**src/rtl/snn_interfaces_pkg.sv**
```systemverilog
// Shared types for the spiking-network datapath: coordinates, pixel events,
// default geometry and the event transmitter FSM encoding.
package snn_interfaces_pkg;

  localparam int unsigned DEFAULT_COORD_BITS       = 8;
  localparam int unsigned DEFAULT_IN_CHANNELS      = 4;
  localparam int unsigned DEFAULT_IMG_WIDTH        = 32;
  localparam int unsigned DEFAULT_IMG_HEIGHT       = 32;
  localparam int unsigned DEFAULT_EVENT_FIFO_DEPTH = 16;

  typedef struct packed {
    logic [DEFAULT_COORD_BITS-1:0] x;
    logic [DEFAULT_COORD_BITS-1:0] y;
  } vec2_t;

  typedef struct packed {
    vec2_t                          coord;
    logic [DEFAULT_IN_CHANNELS-1:0] spikes;
  } output_vector_t;

  // Output FSM of the event transmitter, exported for debug observation.
  typedef enum logic [1:0] {
    TX_IDLE    = 2'd0,
    TX_PRESENT = 2'd1,
    TX_GAP     = 2'd2
  } tx_state_e;

endpackage

```
**src/rtl/event_fifo.sv**
```systemverilog
// Synchronous FIFO of pixel events with head read and occupancy count.
// Optional feature macro: EVENT_COALESCE_EN adds a tail-merge port that ORs
// spikes into the most recently written entry without changing occupancy.
import snn_interfaces_pkg::*;

module event_fifo #(
  parameter int unsigned DEPTH = DEFAULT_EVENT_FIFO_DEPTH
) (
  input  logic                       clk,
  input  logic                       rst_n,
  input  logic                       push_i,
  input  output_vector_t             push_data_i,
  input  logic                       pop_i,
  output output_vector_t             head_o,
  output logic [$clog2(DEPTH):0]     count_o,
  output logic                       full_o
`ifdef EVENT_COALESCE_EN
  ,
  input  logic                       merge_i,
  input  logic [DEFAULT_IN_CHANNELS-1:0] merge_spikes_i,
  output output_vector_t             tail_o
`endif
);

  localparam int unsigned AW = $clog2(DEPTH);
  localparam int unsigned CW = AW + 1;

  output_vector_t  mem_q [DEPTH];
  logic [AW-1:0]   wr_ptr_q, rd_ptr_q;
  logic [CW-1:0]   count_q;
  logic            push_ok, pop_ok;

  // Pointers are AW bits wide, so wrap modulo DEPTH happens for free.
  assign full_o  = (count_q == CW'(DEPTH));
  assign push_ok = push_i && !full_o;
  assign pop_ok  = pop_i && (count_q != '0);
  assign head_o  = mem_q[rd_ptr_q];
  assign count_o = count_q;

`ifdef EVENT_COALESCE_EN
  logic [AW-1:0] tail_idx;
  assign tail_idx = wr_ptr_q - 1'b1;
  assign tail_o   = mem_q[tail_idx];
`endif

  // Storage array: written on push, tail spikes OR-ed on merge; no reset needed.
  always_ff @(posedge clk) begin
    if (push_ok) begin
      mem_q[wr_ptr_q] <= push_data_i;
    end
`ifdef EVENT_COALESCE_EN
    if (merge_i) begin
      mem_q[tail_idx].spikes <= mem_q[tail_idx].spikes | merge_spikes_i;
    end
`endif
  end

  // Pointer and occupancy bookkeeping; push+pop together leaves count unchanged.
  always_ff @(posedge clk or negedge rst_n) begin
    if (!rst_n) begin
      wr_ptr_q <= '0;
      rd_ptr_q <= '0;
      count_q  <= '0;
    end else begin
      if (push_ok) wr_ptr_q <= wr_ptr_q + 1'b1;
      if (pop_ok)  rd_ptr_q <= rd_ptr_q + 1'b1;
      case ({push_ok, pop_ok})
        2'b10:   count_q <= count_q + 1'b1;
        2'b01:   count_q <= count_q - 1'b1;
        default: count_q <= count_q;
      endcase
    end
  end

endmodule

```
**src/rtl/event_transmitter.sv**
```systemverilog
// Event transmitter: filters incoming pixel events, buffers them in a FIFO and
// presents them one at a time on a valid/ack handshake with a one-cycle gap
// between events.
// Optional feature macro: EVENT_COALESCE_EN merges a same-pixel event into the
// FIFO tail instead of pushing it.
//
// Handshakes: upstream transfers when in_valid && in_ready at a rising edge
// (in_ready depends only on the registered count). Downstream, event_out is
// held stable while event_valid is high; a one-cycle event_ack sampled while
// presenting retires the event, and ack at any other time is ignored.
import snn_interfaces_pkg::*;

module event_transmitter #(
  parameter int unsigned COORD_BITS  = DEFAULT_COORD_BITS,
  parameter int unsigned IN_CHANNELS = DEFAULT_IN_CHANNELS,
  parameter int unsigned IMG_WIDTH   = DEFAULT_IMG_WIDTH,
  parameter int unsigned IMG_HEIGHT  = DEFAULT_IMG_HEIGHT,
  parameter int unsigned FIFO_DEPTH  = DEFAULT_EVENT_FIFO_DEPTH
) (
  input  logic                          clk,
  input  logic                          rst_n,
  input  output_vector_t                in_event,
  input  logic                          in_valid,
  output logic                          in_ready,
  output output_vector_t                event_out,
  output logic                          event_valid,
  input  logic                          event_ack,
  output logic [$clog2(FIFO_DEPTH):0]   fifo_count,
  output logic [7:0]                    oob_count,
  output tx_state_e                     dbg_state_o
);

  localparam int unsigned CW = $clog2(FIFO_DEPTH) + 1;

  logic [COORD_BITS-1:0]  ev_x, ev_y;
  logic [IN_CHANNELS-1:0] ev_spikes;
  logic                   accept, in_range, ev_ok, push, pop, full;
  logic [CW-1:0]          count;
  output_vector_t         head;

  tx_state_e      state_q;
  output_vector_t event_out_q;
  logic           event_valid_q;
  logic [7:0]     oob_q;

  assign ev_x      = in_event.coord.x;
  assign ev_y      = in_event.coord.y;
  assign ev_spikes = in_event.spikes;

  assign in_ready = !full;
  assign accept   = in_valid && in_ready;
  assign in_range = (32'(ev_x) < IMG_WIDTH) && (32'(ev_y) < IMG_HEIGHT);
  assign ev_ok    = (ev_spikes != '0) && in_range;
  assign pop      = (state_q == TX_PRESENT) && event_ack;

`ifdef EVENT_COALESCE_EN
  // With one entry the tail is the head, which is either latched in PRESENT
  // or being latched this very edge, so merging needs at least two entries.
  output_vector_t tail;
  logic           merge;
  assign merge = accept && ev_ok && (count >= CW'(2)) &&
                 (tail.coord == in_event.coord);
  assign push  = accept && ev_ok && !merge;
`else
  assign push  = accept && ev_ok;
`endif

  event_fifo #(
    .DEPTH (FIFO_DEPTH)
  ) u_fifo (
    .clk         (clk),
    .rst_n       (rst_n),
    .push_i      (push),
    .push_data_i (in_event),
    .pop_i       (pop),
    .head_o      (head),
    .count_o     (count),
    .full_o      (full)
`ifdef EVENT_COALESCE_EN
    ,
    .merge_i        (merge),
    .merge_spikes_i (in_event.spikes),
    .tail_o         (tail)
`endif
  );

  // Output FSM: latch head, present until ack, then force one idle gap cycle.
  always_ff @(posedge clk or negedge rst_n) begin
    if (!rst_n) begin
      state_q       <= TX_IDLE;
      event_out_q   <= '0;
      event_valid_q <= 1'b0;
    end else begin
      case (state_q)
        TX_IDLE: begin
          if (count != '0) begin
            event_out_q   <= head;
            event_valid_q <= 1'b1;
            state_q       <= TX_PRESENT;
          end
        end
        TX_PRESENT: begin
          if (event_ack) begin
            event_valid_q <= 1'b0;
            state_q       <= TX_GAP;
          end
        end
        TX_GAP: begin
          if (count != '0) begin
            event_out_q   <= head;
            event_valid_q <= 1'b1;
            state_q       <= TX_PRESENT;
          end else begin
            state_q       <= TX_IDLE;
          end
        end
        default: begin
          event_valid_q <= 1'b0;
          state_q       <= TX_IDLE;
        end
      endcase
    end
  end

  // Saturating count of accepted events discarded for out-of-range coordinates.
  always_ff @(posedge clk or negedge rst_n) begin
    if (!rst_n) begin
      oob_q <= '0;
    end else if (accept && !in_range && (oob_q != 8'hFF)) begin
      oob_q <= oob_q + 8'd1;
    end
  end

  assign event_out   = event_out_q;
  assign event_valid = event_valid_q;
  assign fifo_count  = count;
  assign oob_count   = oob_q;
  assign dbg_state_o = state_q;

endmodule
```
**config.mk**
```make
export PLATFORM = sky130hd
export DESIGN_NAME = event_transmitter
export DESIGN_NICKNAME = d
export VERILOG_FILES = /design/src/rtl/snn_interfaces_pkg.sv /design/src/rtl/event_fifo.sv /design/src/rtl/event_transmitter.sv
export SDC_FILE = /design/constraint.sdc
export NUM_CORES = 1
export LEC_CHECK = 0
export CAP_MARGIN = 20
export CORE_AREA = 3 3 253 255
export CTS_CLUSTER_DIAMETER = 40
export DETAILED_ROUTE_END_ITERATION = 16
export DIE_AREA = 0 0 256 258
export SETUP_SLACK_MARGIN = 0.1
export SYNTH_ARGS = -nofsm -noshare
export SYNTH_HDL_FRONTEND = slang
export SYNTH_SLANG_ARGS = --single-unit
```
**constraint.sdc**
```tcl
create_clock -name clk -period 3.5 [get_ports clk]
set_input_delay 1.05 -clock clk [delete_from_list [all_inputs] [get_ports clk]]
set_output_delay 1.05 -clock clk [all_outputs]
set_load 0.02 [all_outputs]
```
==> parameters.txt, run 1 <==
Parameter                              Value

Logic synthesis
  Area share of the largest cell type after synthesis ... 67.6%
  Number of warnings issued by yosys ... 0
  Cell type contributing the most total cell area after synthesis ... sky130_fd_sc_hd__edfxtp_1
  Synth unique cells ... 44
  Leading post-synthesis cells by cell area ... sky130_fd_sc_hd__edfxtp_1 (68%), sky130_fd_sc_hd__mux4_2 (13%), sky130_fd_sc_hd__dfrtp_1 (7.7%)
  Avg Synthesized Cell Area ... 20.7 µm²
  Net count after synthesis ... 720
  Yosys reg bits ... 364
  Sequential element share of the synthesized area ... 75.4%
  Summed instance area of the synthesized netlist ... 14200 µm²
  Synthesized instance count ... 686
  Most instantiated library cell after synthesis ... sky130_fd_sc_hd__edfxtp_1
  Top cells by instance count after synthesis ... sky130_fd_sc_hd__edfxtp_1 (320), sky130_fd_sc_hd__mux4_2 (80), sky130_fd_sc_hd__dfrtp_1 (44)
  Number of enable flip-flop cells after synthesis ... 320
  Leading register cell type out of synthesis ... sky130_fd_sc_hd__edfxtp_1
  Share of synthesized flip-flops with an asynchronous set or reset ... 12.1%

Flow run
  Number of max-capacitance violations reported ... 0

Floorplanning
  Die Area ... 66000 µm²
  Die extent in x ... 256 µm
  Effective utilization at floorplan ... 23.0%
  Core Rows ... 91
  Core Box Area ... 61800 µm²
  Chip height ... 258 µm
  Io pins ... 61

Global routing
  Global router's overall resource usage ... 9.95%
  Largest net degree at the start of global routing ... 51
  Vias in the first global route ... 7692
  Antenna violations before repair ... 4
  Global-route wire length before repair ... 49700 µm
  Overflow left after global routing ... 0

Route
  Number of routed nets with antenna violations ... 0
  Via total after detailed routing ... 7085
  Drt initial violations ... 450
  Drt total wl ... 33100 µm
  Post-route DRC violation count ... 0
  Post-DR vias/cell ... 4.23
  Routed wire length per instance ... 19.7 µm
  Iteration count of the initial detailed-routing pass ... 5

Clock network
  CTS tree ... done
  Clock latency on the worst-skew pair ... 530 ps
  Clock H-tree levels ... 2
  Clock net sink count ... 364
  Number of CTS-inserted buffers ... 37
  Post-CTS Hold Fix Bufs ... 0
  Clock-pin slew reported for the worst setup and hold paths after clock tree synthesis ... 70 ps
  Post-CTS resize count ... 0
  Clock tree root driver cell ... sky130_fd_sc_hd__clkbuf_16
  Setup fix buffers added after clock tree synthesis ... 0
  Bufs on Longest Clock Path ... 3

STA
  Summed negative setup slack over all endpoints ... 0 ps
  FMAX ... 311 MHz
  RSZ-0062 raised after global routing ... false
  Setup Viol. Count Final ... 0
  Least-Margin Pin Slew ... 698 ps
  Slew headroom ... 53.5%
  Portion of the clock cycle consumed by the worst path in the final layout ... 91.8%
  Worst clock skew on the final layout ... 19.2 ps
  Final worst path period need ... 3210 ps
  Final hold viol count ... 0
  Fin. max-slew vios ... 0

Power
  Highest ir drop seen on vdd ... 485 µV
  Power Density ... 723 nW/µm²
  Tot Pwr ... 0.0128 W
  Static Leak ... 5.64 nW

Finish
  Layout Nets ... 843
  Share of layout cells above drive strength 1 ... 28.4%
  Final-layout fill cell count ... 6016
  P&R area growth vs syn ... 24.4%

Worst setup path
  Largest fanout on the critical path ... 3
  Worst endpoint required time ... 3900 ps
  Arrival time reported for the critical path endpoint ... 3610 ps
  Kind of end point of the critical path ... flop
  Launching element type of the critical path ... input port
  Crit Path Category ... in2reg

Place
  Total half-perimeter wirelength after legalization and detailed placement ... 20000 µm
  Last weighted congestion value of the routability-driven placer ... 0.722
  Input/output buffers ... 60

Outcome
  Run status ... finished clean

Min path
  Class of the tightest hold or removal check ... in2async
==> sequential cells by signal, summed over array words and instances (netlist names) <==
| signal | count |
|---|---|
| event_out | 20 |
| u_fifo.mem_q | 320 |
| event_valid | 1 |
| u_fifo.rd_ptr_q | 4 |
| dbg_state_o | 2 |
| u_fifo.count_o | 5 |
| oob_count | 8 |
| u_fifo.wr_ptr_q | 4 |
==> worst paths after layout <==
path                                      endpoint  slack (ps)  depth (start not counted)               from
worst max register to register   u_fifo.count_o[4]         640                         11  u_fifo.count_o[2]
worst min-delay path            u_fifo.wr_ptr_q[3]         500                          1              rst_n
min in group clk                      oob_count[0]         530                          1       oob_count[0]
worst max-delay path             u_fifo.count_o[4]         290                         12       in_event[17]
max in group asynchronous             event_out[7]        2400                          2              rst_n
worst min register to register        oob_count[0]         530                          1       oob_count[0]
==> area by class of cell <==
type	instances	area, µm²	area share, %
multi-input cells	278	3350	19.0
repair buffers	122	1310	7.42
diodes	1	2.50	0.0142
well taps	837	1050	5.92
clock buffers	46	980	5.54
flip-flops and latches	364	10700	60.6
inverters	6	22.5	0.127
clock inverters	21	245	1.39
==> cells in the final DEF, fill, tap and decap left out, types with 4 or more instances in the layout <==
master                            netlist  layout
sky130_fd_sc_hd__clkbuf_16              0      37
sky130_fd_sc_hd__clkinvlp_4             0       4
sky130_fd_sc_hd__mux2_2                24      24
sky130_fd_sc_hd__ha_1                  10      10
sky130_fd_sc_hd__xor2_1                 9       9
sky130_fd_sc_hd__nand3_1                6       5
sky130_fd_sc_hd__and4_1                 4       4
sky130_fd_sc_hd__buf_12                 0      20
sky130_fd_sc_hd__dfrtp_1               44      42
sky130_fd_sc_hd__inv_1                  6       6
sky130_fd_sc_hd__nand2_1                6       6
sky130_fd_sc_hd__clkinv_2               0       4
sky130_fd_sc_hd__xnor2_1                8       8
sky130_fd_sc_hd__clkdlybuf4s50_1        0      59
sky130_fd_sc_hd__buf_4                  5      42
sky130_fd_sc_hd__nor4_1                 5       4
sky130_fd_sc_hd__nand4_1                6       6
sky130_fd_sc_hd__nor2_1                 9       7
sky130_fd_sc_hd__and4b_1                8       8
sky130_fd_sc_hd__a21oi_1               24      23
sky130_fd_sc_hd__and3_1                 4       4
sky130_fd_sc_hd__clkbuf_1              20       7
sky130_fd_sc_hd__o21ai_0                5       5
sky130_fd_sc_hd__mux4_2                80      80
sky130_fd_sc_hd__o22ai_1               40      40
sky130_fd_sc_hd__edfxtp_1             320     320
==> cells by family after synthesis <==
kind of cell | Yosys count | synth area share [%]
xor gates and xnor gates | 17 | 1.05
buffers and inverters | 44 | 1.50
AOI/OAI and AO/OA | 78 | 3.35
and+or+nand+nor | 69 | 3.28
muxes | 104 | 14.6
adders and majority gates | 10 | 0.880
DFF | 364 | 75.4
==> power by group <==
group / total, W / switching, W / internal (W) / leakage (nW)
Sequential: 0.00535 / 0.000383 / 0.00497 / 3.39
Combinational: 0.00351 / 0.00173 / 0.00178 / 1.67
Clock: 0.00393 / 0.00167 / 0.00226 / 0.586
==> layer usage <==
metal	vias up	track usage, %	share of wire [%]
met5	-	0	0.085
met4	6	3.64	2.9
met3	63	1.81	4.5
met2	167	17.7	52
met1	3743	12.1	40
li1	3106	-	-
==> stage by stage <==
step	instances	setup WS (ps)	utilization, %	area (µm²)	hold WS (ps)
finish	1675	287	28.6	17700	500
floorplan	686	101	-	14200	490
detailed placement	1607	-318	26.6	16400	519
global route	1674	101	28.6	17700	527
CTS	1674	236	28.6	17700	496
global placement	1607	-240	26.6	16400	496
==> critical path: stages <==
cell,delay (ps)
sky130_fd_sc_hd__clkdlybuf4s50_1,530
sky130_fd_sc_hd__nor2_2,190
sky130_fd_sc_hd__nand3_2,150
sky130_fd_sc_hd__nor3_4,220
sky130_fd_sc_hd__inv_1,80
sky130_fd_sc_hd__ha_1,210
sky130_fd_sc_hd__xor2_1,160
sky130_fd_sc_hd__ha_1,220
sky130_fd_sc_hd__o211a_1,260
sky130_fd_sc_hd__buf_4,140
sky130_fd_sc_hd__o41ai_1,300
sky130_fd_sc_hd__nor4b_1,90
Power figures use the tool's default switching activity.
==> inputs of run 2 (changes only) <==
--- a/config.mk
+++ b/config.mk
@@ -16 +16,2 @@
 export SYNTH_SLANG_ARGS = --single-unit
+export TNS_END_PERCENT = 100
--- a/constraint.sdc
+++ b/constraint.sdc
@@ -3,2 +3,2 @@
 set_output_delay 1.05 -clock clk [all_outputs]
-set_load 0.02 [all_outputs]
+set_load 0.1 [all_outputs]
==> parameters.txt, run 2 (synthesized netlist as in run 1, its figures left out) <==
Parameter                              Value

Finish
  Multi-input gate area in the final layout ... 3360 µm² (was 3350 µm²)
  Area taken by flip-flops and latches ... 10700 µm² (about the same)
  Commonest non-fill, non-tap cell in the layout ... sky130_fd_sc_hd__edfxtp_1 (unchanged)
  P&R area growth vs syn ... 24.6% (was 24.4%)
  Post-layout utilization of the core ... 28.6% (about the same)
  Final instance area ... 17700 µm² (about the same)
  Final-layout fill cell count ... 6040 (was 6016)
  Layout Nets ... 850 (was 843)
  Largest Register ... u_fifo.mem_q (unchanged)
  Max reg flops ... 320 (unchanged)
  Share of layout cells above drive strength 1 ... 33.6% (was 28.4%)
  Leading cell types in the layout, fill and taps excluded ... sky130_fd_sc_hd__edfxtp_1 (320), sky130_fd_sc_hd__mux4_2 (80), sky130_fd_sc_hd__buf_4 (80) (was sky130_fd_sc_hd__edfxtp_1 (320), sky130_fd_sc_hd__mux4_2 (80), sky130_fd_sc_hd__clkdlybuf4s50_1 (59))
  Number of antenna cells inserted ... 0 (was 1)

Place
  Area of placed instances ... 16500 µm² (was 16400 µm²)
  Last weighted congestion value of the routability-driven placer ... 0.730 (was 0.722)
  Total half-perimeter wirelength after legalization and detailed placement ... 20800 µm (was 20000 µm)
  Input/output buffers ... 60 (unchanged)

Worst setup path
  Endpoint of the most critical setup path ... u_fifo.count_o[4] (unchanged)
  Total number of cells along the worst setup path ... 13 (was 12)
  Reg-to-reg startpoint ... u_fifo.count_o[2] (unchanged)
  Crit Path Category ... in2reg (unchanged)
  Worst endpoint required time ... 3900 ps (about the same)
  Worst reg-to-reg setup slack ... 690 ps (was 640 ps)
  Crit Reg-Reg Endpoint ... u_fifo.count_o[4] (unchanged)
  Largest fanout on the critical path ... 3 (unchanged)
  Critical path origin ... in_event[9] (was in_event[17])
  Kind of cell with the highest combined delay on the critical path ... buffers and inverters (unchanged)
  Kind of end point of the critical path ... flop (unchanged)
  Arrival time reported for the critical path endpoint ... 3620 ps (was 3610 ps)
  Reg2reg path depth ... 11 (unchanged)
  Max incr delay on CP ... 430 ps (was 530 ps)
  Critical path, cell by cell ... clkdlybuf4s50_1, nor2_2, buf_4, nand3_2, nor3_4, inv_1, ha_1, xor2_1, ha_1, o211a_1, buf_4, o41ai_1, nor4b_1 (was clkdlybuf4s50_1, nor2_2, nand3_2, nor3_4, inv_1, ha_1, xor2_1, ha_1, o211a_1, buf_4, o41ai_1, nor4b_1)
  Launching element type of the critical path ... input port (unchanged)
  Critical path's slowest cell ... sky130_fd_sc_hd__clkdlybuf4s50_1 (unchanged)
  CP bufs+invs ... 4 (was 3)

Global routing
  Overflow left after global routing ... 0 (unchanged)
  Antenna violations before repair ... 1 (was 4)
  Largest net degree at the start of global routing ... 42 (was 51)
  Global router's overall resource usage ... 10.1% (was 9.95%)
  Global-route wire length before repair ... 50000 µm (was 49700 µm)
  Vias in the first global route ... 7571 (was 7692)

Route
  Post-route DRC violation count ... 0 (unchanged)
  Via total after detailed routing ... 7126 (was 7085)
  Post-DR vias/cell ... 4.24 (was 4.23)
  Number of routed nets with antenna violations ... 0 (unchanged)
  Iteration count of the initial detailed-routing pass ... 5 (unchanged)
  Routed wire length per instance ... 20.0 µm (was 19.7 µm)
  Drt total wl ... 33600 µm (was 33100 µm)
  Drt initial violations ... 581 (was 450)

Power
  Power Density ... 787 nW/µm² (was 723 nW/µm²)
  Static Leak ... 5.72 nW (was 5.64 nW)
  Highest ir drop seen on vdd ... 371 µV (was 485 µV)

Min path
  Class of the tightest hold or removal check ... reg2reg (was in2async)
  Worst hold start ... oob_count[2]
  Cell depth of the worst hold path ... 1

Clock network
  Number of CTS-inserted buffers ... 38 (was 37)
  Post-CTS Hold Fix Bufs ... 0 (unchanged)
  Setup fix buffers added after clock tree synthesis ... 0 (unchanged)
  CTS tree ... done (unchanged)
  Bufs on Longest Clock Path ... 3 (unchanged)
  Clock net sink count ... 364 (unchanged)
  Clock tree root driver cell ... sky130_fd_sc_hd__clkbuf_16 (unchanged)
  Clock latency on the worst-skew pair ... 540 ps (was 530 ps)
  Post-CTS resize count ... 0 (unchanged)
  Clock-pin slew reported for the worst setup and hold paths after clock tree synthesis ... 60 ps (was 70 ps)
  Clock H-tree levels ... 2 (unchanged)

STA
  Final worst path period need ... 3220 ps (was 3210 ps)
  Slew headroom ... 34.3% (was 53.5%)
  Portion of the clock cycle consumed by the worst path in the final layout ... 92.1% (was 91.8%)
  Setup Viol. Count Final ... 0 (unchanged)
  Worst clock skew on the final layout ... 22.2 ps (was 19.2 ps)
  Fin. max-slew vios ... 0 (unchanged)
  RSZ-0062 raised after global routing ... false (unchanged)
  FMAX ... 310 MHz (was 311 MHz)
  Least-Margin Pin Slew ... 985 ps (was 698 ps)
  Final hold viol count ... 0 (unchanged)

Floorplanning
  Io pins ... 61 (unchanged)
  Chip height ... 258 µm (unchanged)
  Effective utilization at floorplan ... 23.0% (unchanged)
  Die extent in x ... 256 µm (unchanged)
  Die Area ... 66000 µm² (unchanged)
  Core Box Area ... 61800 µm² (unchanged)
  Core Rows ... 91 (unchanged)

Outcome
  Run status ... finished clean (unchanged)

Flow run
  Number of max-capacitance violations reported ... 0 (unchanged)
-- run 2: worst min-delay path by stage --
stage and end:
2_1_floorplan u_fifo.rd_ptr_q[2], 3_3_place_gp event_valid, 3_5_place_dp oob_count[2], 4_1_cts oob_count[2], 5_1_grt oob_count[7], 6_report oob_count[2]
-- run 2: through the flow --
step | setup WS [ps] | power [W] | hold WS (ps) | setup TNS [ps] | instances
detailed placement | -388 | 0.0101 | 519 | -504 | 1613
floorplan | 101 | 0.00896 | 490 | 0 | 686
finish | 277 | 0.0139 | 523 | 0 | 1682
global route | 117 | 0.0145 | 557 | 0 | 1682
CTS | 141 | 0.0141 | 531 | 0 | 1682
global placement | -314 | 0.0101 | 497 | -376 | 1613
-- run 2: area by class of cell --
class                      count  share of cell area, %
timing repair buffer         128                   7.49
clock buffer                  47                   5.56
inverter                       6                  0.127
clock inverter                22                   1.37
tap                          837                   5.92
multi-input combinational    278                   19.0
sequential                   364                   60.6
-- run 2: power breakdown --
group	internal (W)	switching (W)
clock network	0.00228	0.00170
registers	0.00497	0.000454
logic	0.00171	0.00284
total	0.00895	0.00499
-- run 2: layer usage --
metal / global-route usage (%) / up-vias / wire length (µm)
met4: 3.31 / 2 / 847
met1: 12.5 / 3775 / 14100
li1: - / 3134 / -
met5: 0 / - / 13
met2: 17.9 / 163 / 17300
met3: 1.60 / 52 / 1260
-- run 2: worst reg2reg max path: stages, from the launching register on --
cell,delay (ps)
sky130_fd_sc_hd__dfrtp_2,470
sky130_fd_sc_hd__or4_4,590
sky130_fd_sc_hd__o21ai_4,200
sky130_fd_sc_hd__nor3_4,70
sky130_fd_sc_hd__inv_1,70
sky130_fd_sc_hd__ha_1,180
sky130_fd_sc_hd__buf_4,160
sky130_fd_sc_hd__ha_1,250
sky130_fd_sc_hd__o211a_1,150
sky130_fd_sc_hd__buf_4,140
sky130_fd_sc_hd__o41ai_1,310
sky130_fd_sc_hd__nor4b_1,100
